==> src/rtl/collision_pkg.sv <==
`default_nettype none
// ============================================================================
// Module      : collision_pkg
// Description : Shared default constants and coordinate type for the Pong
//               collision-detection block.
// Revision    : 1.0 - initial release
// ============================================================================
package collision_pkg;

    localparam int COORD_W   = 10;
    localparam int BALL_R    = 5;
    localparam int PADDLE_R  = 20;
    localparam int FLOOR_ROW = 479;

    typedef logic [COORD_W-1:0] coord_t;

endpackage : collision_pkg
`default_nettype wire

==> src/rtl/edge_pulse.sv <==
`default_nettype none
// ============================================================================
// Module      : edge_pulse
// Description : Registers a level and emits a one-cycle pulse in the same
//               cycle the registered level first rises.
// Revision    : 1.0 - initial release
// ============================================================================
module edge_pulse
    import collision_pkg::*;
(
    input  logic clk,
    input  logic reset,
    input  logic level,
    output logic levelQ,
    output logic pulse
);

    logic r_level;
    logic r_pulse;

    // The pulse is registered alongside the level, so both appear after the same edge.
    always_ff @(posedge clk) begin
        if (reset) begin
            r_level <= 1'b0;
            r_pulse <= 1'b0;
        end else begin
            r_level <= level;
            r_pulse <= level & ~r_level;
        end
    end

    assign levelQ = r_level;
    assign pulse  = r_pulse;

endmodule : edge_pulse
`default_nettype wire

==> src/rtl/collision_detection.sv <==
`default_nettype none
// ============================================================================
// Module      : collision_detection
// Description : Flags ball-on-paddle and ball-on-floor contact with registered
//               levels and rising-edge pulses. COLLISION_BBOX_EN widens the
//               X test to |ballX-paddleX| <= BALL_RADIUS.
// Revision    : 1.0 - initial release
// ============================================================================
module collision_detection
    import collision_pkg::*;
#(
    parameter int BIT_WIDTH     = COORD_W,
    parameter int BALL_RADIUS   = BALL_R,
    parameter int PADDLE_RADIUS = PADDLE_R,
    parameter int FLOOR_Y       = FLOOR_ROW
)(
    input  logic                 clk,
    input  logic                 reset,
    input  logic [BIT_WIDTH-1:0] paddleX,
    input  logic [BIT_WIDTH-1:0] paddleY,
    input  logic [BIT_WIDTH-1:0] ballX,
    input  logic [BIT_WIDTH-1:0] ballY,
    output logic                 ballTouchingPaddle,
    output logic                 ballTouchingFloor,
    output logic                 paddleHit,
    output logic                 floorHit
);

    // Two guard bits keep every sum and difference below free of wrap-around.
    localparam int EXT_W = BIT_WIDTH + 2;

    localparam logic [EXT_W-1:0] c_ballR   = EXT_W'(BALL_RADIUS);
    localparam logic [EXT_W-1:0] c_paddleR = EXT_W'(PADDLE_RADIUS);
    localparam logic [EXT_W-1:0] c_floorY  = EXT_W'(FLOOR_Y);

    logic [EXT_W-1:0] w_paddleX;
    logic [EXT_W-1:0] w_paddleY;
    logic [EXT_W-1:0] w_ballX;
    logic [EXT_W-1:0] w_ballY;
    logic [EXT_W-1:0] w_lowBound;
    logic [EXT_W-1:0] w_highBound;
    logic             w_inXRange;
    logic             w_inYRange;
    logic             w_paddleContact;
    logic             w_floorContact;

    assign w_paddleX = EXT_W'(paddleX);
    assign w_paddleY = EXT_W'(paddleY);
    assign w_ballX   = EXT_W'(ballX);
    assign w_ballY   = EXT_W'(ballY);

    // Paddles near the top edge clamp the lower bound to row 0.
    assign w_lowBound  = (w_paddleY < c_paddleR) ? '0 : (w_paddleY - c_paddleR);
    assign w_highBound = w_paddleY + c_paddleR;
    assign w_inYRange  = (w_ballY >= w_lowBound) && (w_ballY <= w_highBound);

`ifdef COLLISION_BBOX_EN
    logic [EXT_W-1:0] w_xDist;
    assign w_xDist    = (w_ballX >= w_paddleX) ? (w_ballX - w_paddleX)
                                               : (w_paddleX - w_ballX);
    assign w_inXRange = (w_xDist <= c_ballR);
`else
    assign w_inXRange = (w_ballX == w_paddleX);
`endif

    assign w_paddleContact = w_inXRange && w_inYRange;
    assign w_floorContact  = (w_ballY >= c_ballR) && ((w_ballY - c_ballR) == c_floorY);

    edge_pulse u_paddleEdge (
        .clk    (clk),
        .reset  (reset),
        .level  (w_paddleContact),
        .levelQ (ballTouchingPaddle),
        .pulse  (paddleHit)
    );

    edge_pulse u_floorEdge (
        .clk    (clk),
        .reset  (reset),
        .level  (w_floorContact),
        .levelQ (ballTouchingFloor),
        .pulse  (floorHit)
    );

endmodule : collision_detection
`default_nettype wire

==> config.mk <==
export PLATFORM = sky130hd
export DESIGN_NAME = collision_detection
export DESIGN_NICKNAME = d
export VERILOG_FILES = /design/src/rtl/collision_pkg.sv /design/src/rtl/edge_pulse.sv /design/src/rtl/collision_detection.sv
export SDC_FILE = /design/constraint.sdc
export NUM_CORES = 1
export LEC_CHECK = 0
export ABC_AREA = 1
export CAP_MARGIN = 5
export CELL_PAD_IN_SITES_DETAIL_PLACEMENT = 1
export CELL_PAD_IN_SITES_GLOBAL_PLACEMENT = 2
export CORE_MARGIN = 5
export CORE_UTILIZATION = 22
export DETAILED_ROUTE_END_ITERATION = 12
export GPL_ROUTABILITY_DRIVEN = 0
export HOLD_SLACK_MARGIN = 0.15
export PLACE_DENSITY_LB_ADDON = 0.1
export SETUP_SLACK_MARGIN = 0.15
export SLEW_MARGIN = 10
export SYNTH_ARGS = -nofsm -noshare
export SYNTH_HDL_FRONTEND = slang
export SYNTH_SLANG_ARGS = --single-unit
==> constraint.sdc <==
create_clock -name clk -period 3.51 [get_ports clk]
set_input_delay 0.351 -clock clk [delete_from_list [all_inputs] [get_ports clk]]
set_output_delay 0.351 -clock clk [all_outputs]
set_load 0.01 [all_outputs]
# After elaboration in Yosys (flattened, before gate mapping)
# Index checks and enable logic that the tools add are counted.
# W data, S select, Z words.
dict set report totals {
  word_cells 21
  ff_bits 4
}
dict set report op_classes {
  muxes 1
  n_eq_ne 2
  bitwise_logic 4
  n_lt_le_gt_ge 4
  n_addsub 3
  n_reduce_logical 3
}
# operator n
set ops {}
lappend ops {{$eq A12 B9 Y1 const B} 1}
lappend ops {{$ge A10 B12 Y1} 1}
lappend ops {{$mux W12} 1}
lappend ops {{$add A10 B5 Y11 const B} 1}
lappend ops {{$le A10 B11 Y1} 1}
lappend ops {{$sub A10 B3 Y11 const B} 1}
lappend ops {{$sub A10 B5 Y11 const B} 1}
lappend ops {{$eq A10 B10 Y1} 1}
lappend ops {{$ge A10 B3 Y1 const B} 1}
lappend ops {{$lt A10 B5 Y1 const B} 1}
lappend ops {{$logic_and A1 B1 Y1} 3}
lappend ops {{$and A1 B1 Y1} 2}
lappend ops {{$not A1 Y1} 2}

# Longest topological paths before layout
dict set report logic_depth {
  depth_word 6
  depth_mapped 23
  depth_no_buf 22
}

# By module
# A second synthesis with hierarchy kept.
dict set report unflattened {
  cells_unflattened 163
  area_unflattened_um2 1032.2
}
# mod area_per_inst_um2 cells_per_inst n_inst
set by_module_without_submodules {}
lappend by_module_without_submodules {collision_detection 912.1 151 1}
lappend by_module_without_submodules {edge_pulse 60.1 6 2}

# Least setup slack after synthesis
# Ideal clock, no wire load.
dict set report synth_timing {
  path_type {input to register}
  startpoint {in paddleY[3]}
  endpoint {reg u_paddleEdge.r_pulse, in the netlist u_paddleEdge.pulse}
  required_ns 3.393
  arrival_ns 2.005
  cell_stages 23
  setup_ns 0.117
  slack_ns 1.388
  path_buffers 1
  cell_sequence {o21ai_2 -> nand3_2 -> nor2_1 -> inv_1 -> or2_1 -> buf_6 -> nand2_2 -> inv_1 -> ha_1 -> inv_1 -> nand2_1 -> nand2_1 -> nand2_1 -> nand2_1 -> nand2_1 -> nand2_1 -> nand2_1 -> nand2_1 -> nand2_1 -> nand2_1 -> nand2_1 -> nand2_1 -> nor2_1}
}
dict set report synth_via {
  elab_chain_len 6
  word_cells_on_any_way 9
}
# item line
set synth_lines {}
lappend synth_lines {{from (decl)} collision_detection.sv:20} ;# input logic [BIT_WIDTH-1:0] paddleY,
lappend synth_lines {{$sub A10 B5 Y11 / $lt A10 B5 Y1 (equally long branches)} collision_detection.sv:53} ;# assign w_lowBound = (w_paddleY < c_paddleR) ? '0 : (w_paddleY - c_paddleR);
lappend synth_lines {{$mux W12} collision_detection.sv:53}
lappend synth_lines {{$ge A10 B12 Y1} collision_detection.sv:55} ;# assign w_inYRange = (w_ballY >= w_lowBound) && (w_ballY <= w_highBound);
lappend synth_lines {{$logic_and A1 B1 Y1 *} collision_detection.sv:55}
lappend synth_lines {{$logic_and A1 B1 Y1 *} collision_detection.sv:66} ;# assign w_paddleContact = w_inXRange && w_inYRange;
lappend synth_lines {{$and A1 B1 Y1 *} edge_pulse.sv:28} ;# r_pulse <= level & ~r_level;
lappend synth_lines {{to (signal assigned)} edge_pulse.sv:28}
lappend synth_lines {{to (decl)} edge_pulse.sv:19} ;# logic r_pulse;
# Every way passes the cells marked *; elsewhere a longest branch is shown, timed or not.
# A chain may end at the register's enable or synchronous reset.

# Final worst setup path
dict set report layout_timing {
  startpoint {in paddleY[2]}
  endpoint {reg u_paddleEdge.r_pulse, in the netlist u_paddleEdge.pulse}
}
# Same word-level chain as after synthesis.

==> results.toml <==
[status]
status = "finished, final reports clean"

[logic_synthesis]
ys_types = 24
synth-compound-area-share = 0.1257
synth_top_area_cell = "ha_1"
synthFlopType = "dfxtp_1"
ys_seq_area_frac = 0.07665
synth_top_area_frac = 0.2635
yosys-top-cells-count = "nand2_1, inv_1, ha_1"
synth_top_family_by_area = "simple AND/OR/NAND/NOR gates"
synthesis.nets = 237
ys_ff_latch = 4
synth_mux_area_frac = 0
synthArstFlopShare = 0
synthAdderAreaFrac = 0.2635
syn_inst = 173
ys_warn_count = 0
synth_xor_area_frac = 0.06707
synth_edf_count = 0
yosysMostFrequentCell = "nand2_1"
synth_area_leaders = "ha_1, nand2_1, inv_1"
synthesis.area_um2 = 1045
synthSimpleGateAreaFrac = 0.3485
avgSynthCellArea_um2 = 6.039

[critical_path]
slowest_delay_ns = 0.52
crit_arrival_ns = 2.84
crit_family = "simple AND/OR/NAND/NOR gates"
worstSetupEndpointType = "flop"
critPathLaunchType = "primary input"
worstPathRequired_ns = 3.62
critical_path_class = "in2reg"
cp_cell_sequence = "clkdlybuf4s50_1, o21ai_2, nand3_2, nor2_1, inv_1, or2_1, nand2_2, inv_1, ha_1, inv_1, nand2_1, nand2_1, nand2_1, nand2_1, nand2_1, nand2_1, nand2_1, nand2_1, nand2_1, nand2_1, nand2_1, nand2_1, nor2_1"
cp_common_cell = "nand2_1"
crit_path_top_delay_cell = "clkdlybuf4s50_1"
crit_fanout = 8
path_buf_inv = 4

[die]
coreArea_um2 = 4661
chipWidth_um = 78.91
start_util = 0.2242
die_h_um = 78.91
io-pin-count = 46
rows = 25
dieArea_um2 = 6227

[clocking]
clk_pin_slew_ns = 0.03
clock-root-buffer = "clkbuf_8"
cts_hold_buf = 0
clock_latency_ns = 0.21
clockBufferDepth = 2
clock_sinks = 4
cts_tree = "done"
cts_resized = 0
post_cts_buffers = 0
htreeDepth = 1
numCtsBuffers = 3

[timing]
hold_viol = 0
max_freq_mhz = 365.9
rsz0062_at_grt = "no"
finalCritPeriodShare = 0.7785
clock_skew_ns = 0.00004635
tns_ns = 0
finalMaxSlewViolations = 0
tightest_slew_ns = 0.3237
slew_headroom = 0.7842
setup_viol = 0
min_period_ns = 2.733

[job]
drv_cap = 0

[layout]
final_nets = 286
stdcell_count = 274
syn_to_final_growth_pct = 52.46
diodes = 0
drive_gt1_frac = 0.04091

[global_route]
grt_max_degree = 9
antenna_found_initial = 0
grt_pass1_vias = 1334
grt.total_usage = 0.1096
grt_pass1_wl_um = 5616
globalRouteOverflowTotal = 0

[route]
num_vias = 1240
first_pass_iters = 2
vias_per_cell = 4.526
first_iter_violations = 13
antenna_left = 0
wire_per_inst_um = 12.34
wirelength_um = 3381
drc = 0

[power_and_ir_drop]
p_per_area_nw_per_um2 = 190.9
p_leak_nw = 0.8292
peakVddDrop_v = 0.00006897

[placed_design]
portBuffers = 45
place_hpwl_um = 3064
placed_cells = 271

[worst_hold_path]
hold_class = "reg2reg"
-- final timing paths --
check / start / endpoint / slack (ns) / cells after the start
setup reg to reg: u_paddleEdge.levelQ / u_paddleEdge.pulse / 3.03 / 1
hold reg to reg: u_floorEdge.levelQ / u_floorEdge.pulse / 0.40 / 1
setup / recovery: paddleY[2] / u_paddleEdge.pulse / 0.78 / 23
hold / removal: u_floorEdge.levelQ / u_floorEdge.pulse / 0.40 / 1
-- where the power goes --
group	internal, mW	total, mW	switching [mW]
Clock	0.0729	0.0941	0.0212
Sequential	0.0458	0.0458	0.0000103
Combinational	0.0856	0.164	0.0786
-- logic make-up (layout without fill, tap and decap cells) --
logic type               after synthesis  count (layout)
AND/OR/NAND/NOR                       86              86
XOR/XNOR                               8               8
flip-flops                             4               4
buffers and inverters                 31              78
AO/OA/AOI/OAI                         22              22
adder cells (fa/ha/maj)               22              22
-- through the flow --
step                total power, mW  setup WS, ns    util  hold WS [ns]  area [µm²]
finish                       0.3041        0.7774  0.3417        0.4019        1593
global placement             0.2090        0.6450  0.3329        0.3956        1551
detailed placement           0.2136        0.5127  0.3329        0.4032        1551
floorplan                    0.1313         1.388       -        0.4426        1045
global route                 0.3338        0.4418  0.3417        0.4269        1593
CTS                          0.3133        0.7315  0.3417        0.4075        1593
-- cell type report --
class	instances	area (µm²)
Fill cell	609	3068
Multi-Input combinational cell	138	840.8
Timing Repair Buffer	45	450.4
Inverter	30	112.6
Sequential cell	4	80.08
Tap cell	54	67.56
Clock buffer	3	41.29
-- placed cells by master, fill, tap and decap left out, types with 3 or more instances in the layout --
| cell | n |
|---|---|
| nand3_1 | 7 |
| nor2_1 | 20 |
| inv_1 | 30 |
| o22ai_1 | 3 |
| ha_1 | 22 |
| a21oi_1 | 10 |
| clkbuf_8 | 3 |
| clkdlybuf4s50_1 | 45 |
| xor2_1 | 7 |
| nand2_1 | 46 |
| nor3_1 | 3 |
| a21o_1 | 3 |
| dfxtp_1 | 4 |
-- sequential cells by signal (all words and copies together), names as in the netlist --
name / count
u_floorEdge.levelQ: 1
u_floorEdge.pulse: 1
u_paddleEdge.levelQ: 1
u_paddleEdge.pulse: 1
-- metal layers --
metal	track usage	wire length [µm]
met1	0.1283	1507
met2	0.2037	1647
met3	0.02154	205
met4	0.02577	21
met5	0	0
Note: power is estimated with default switching activity, not from simulation.
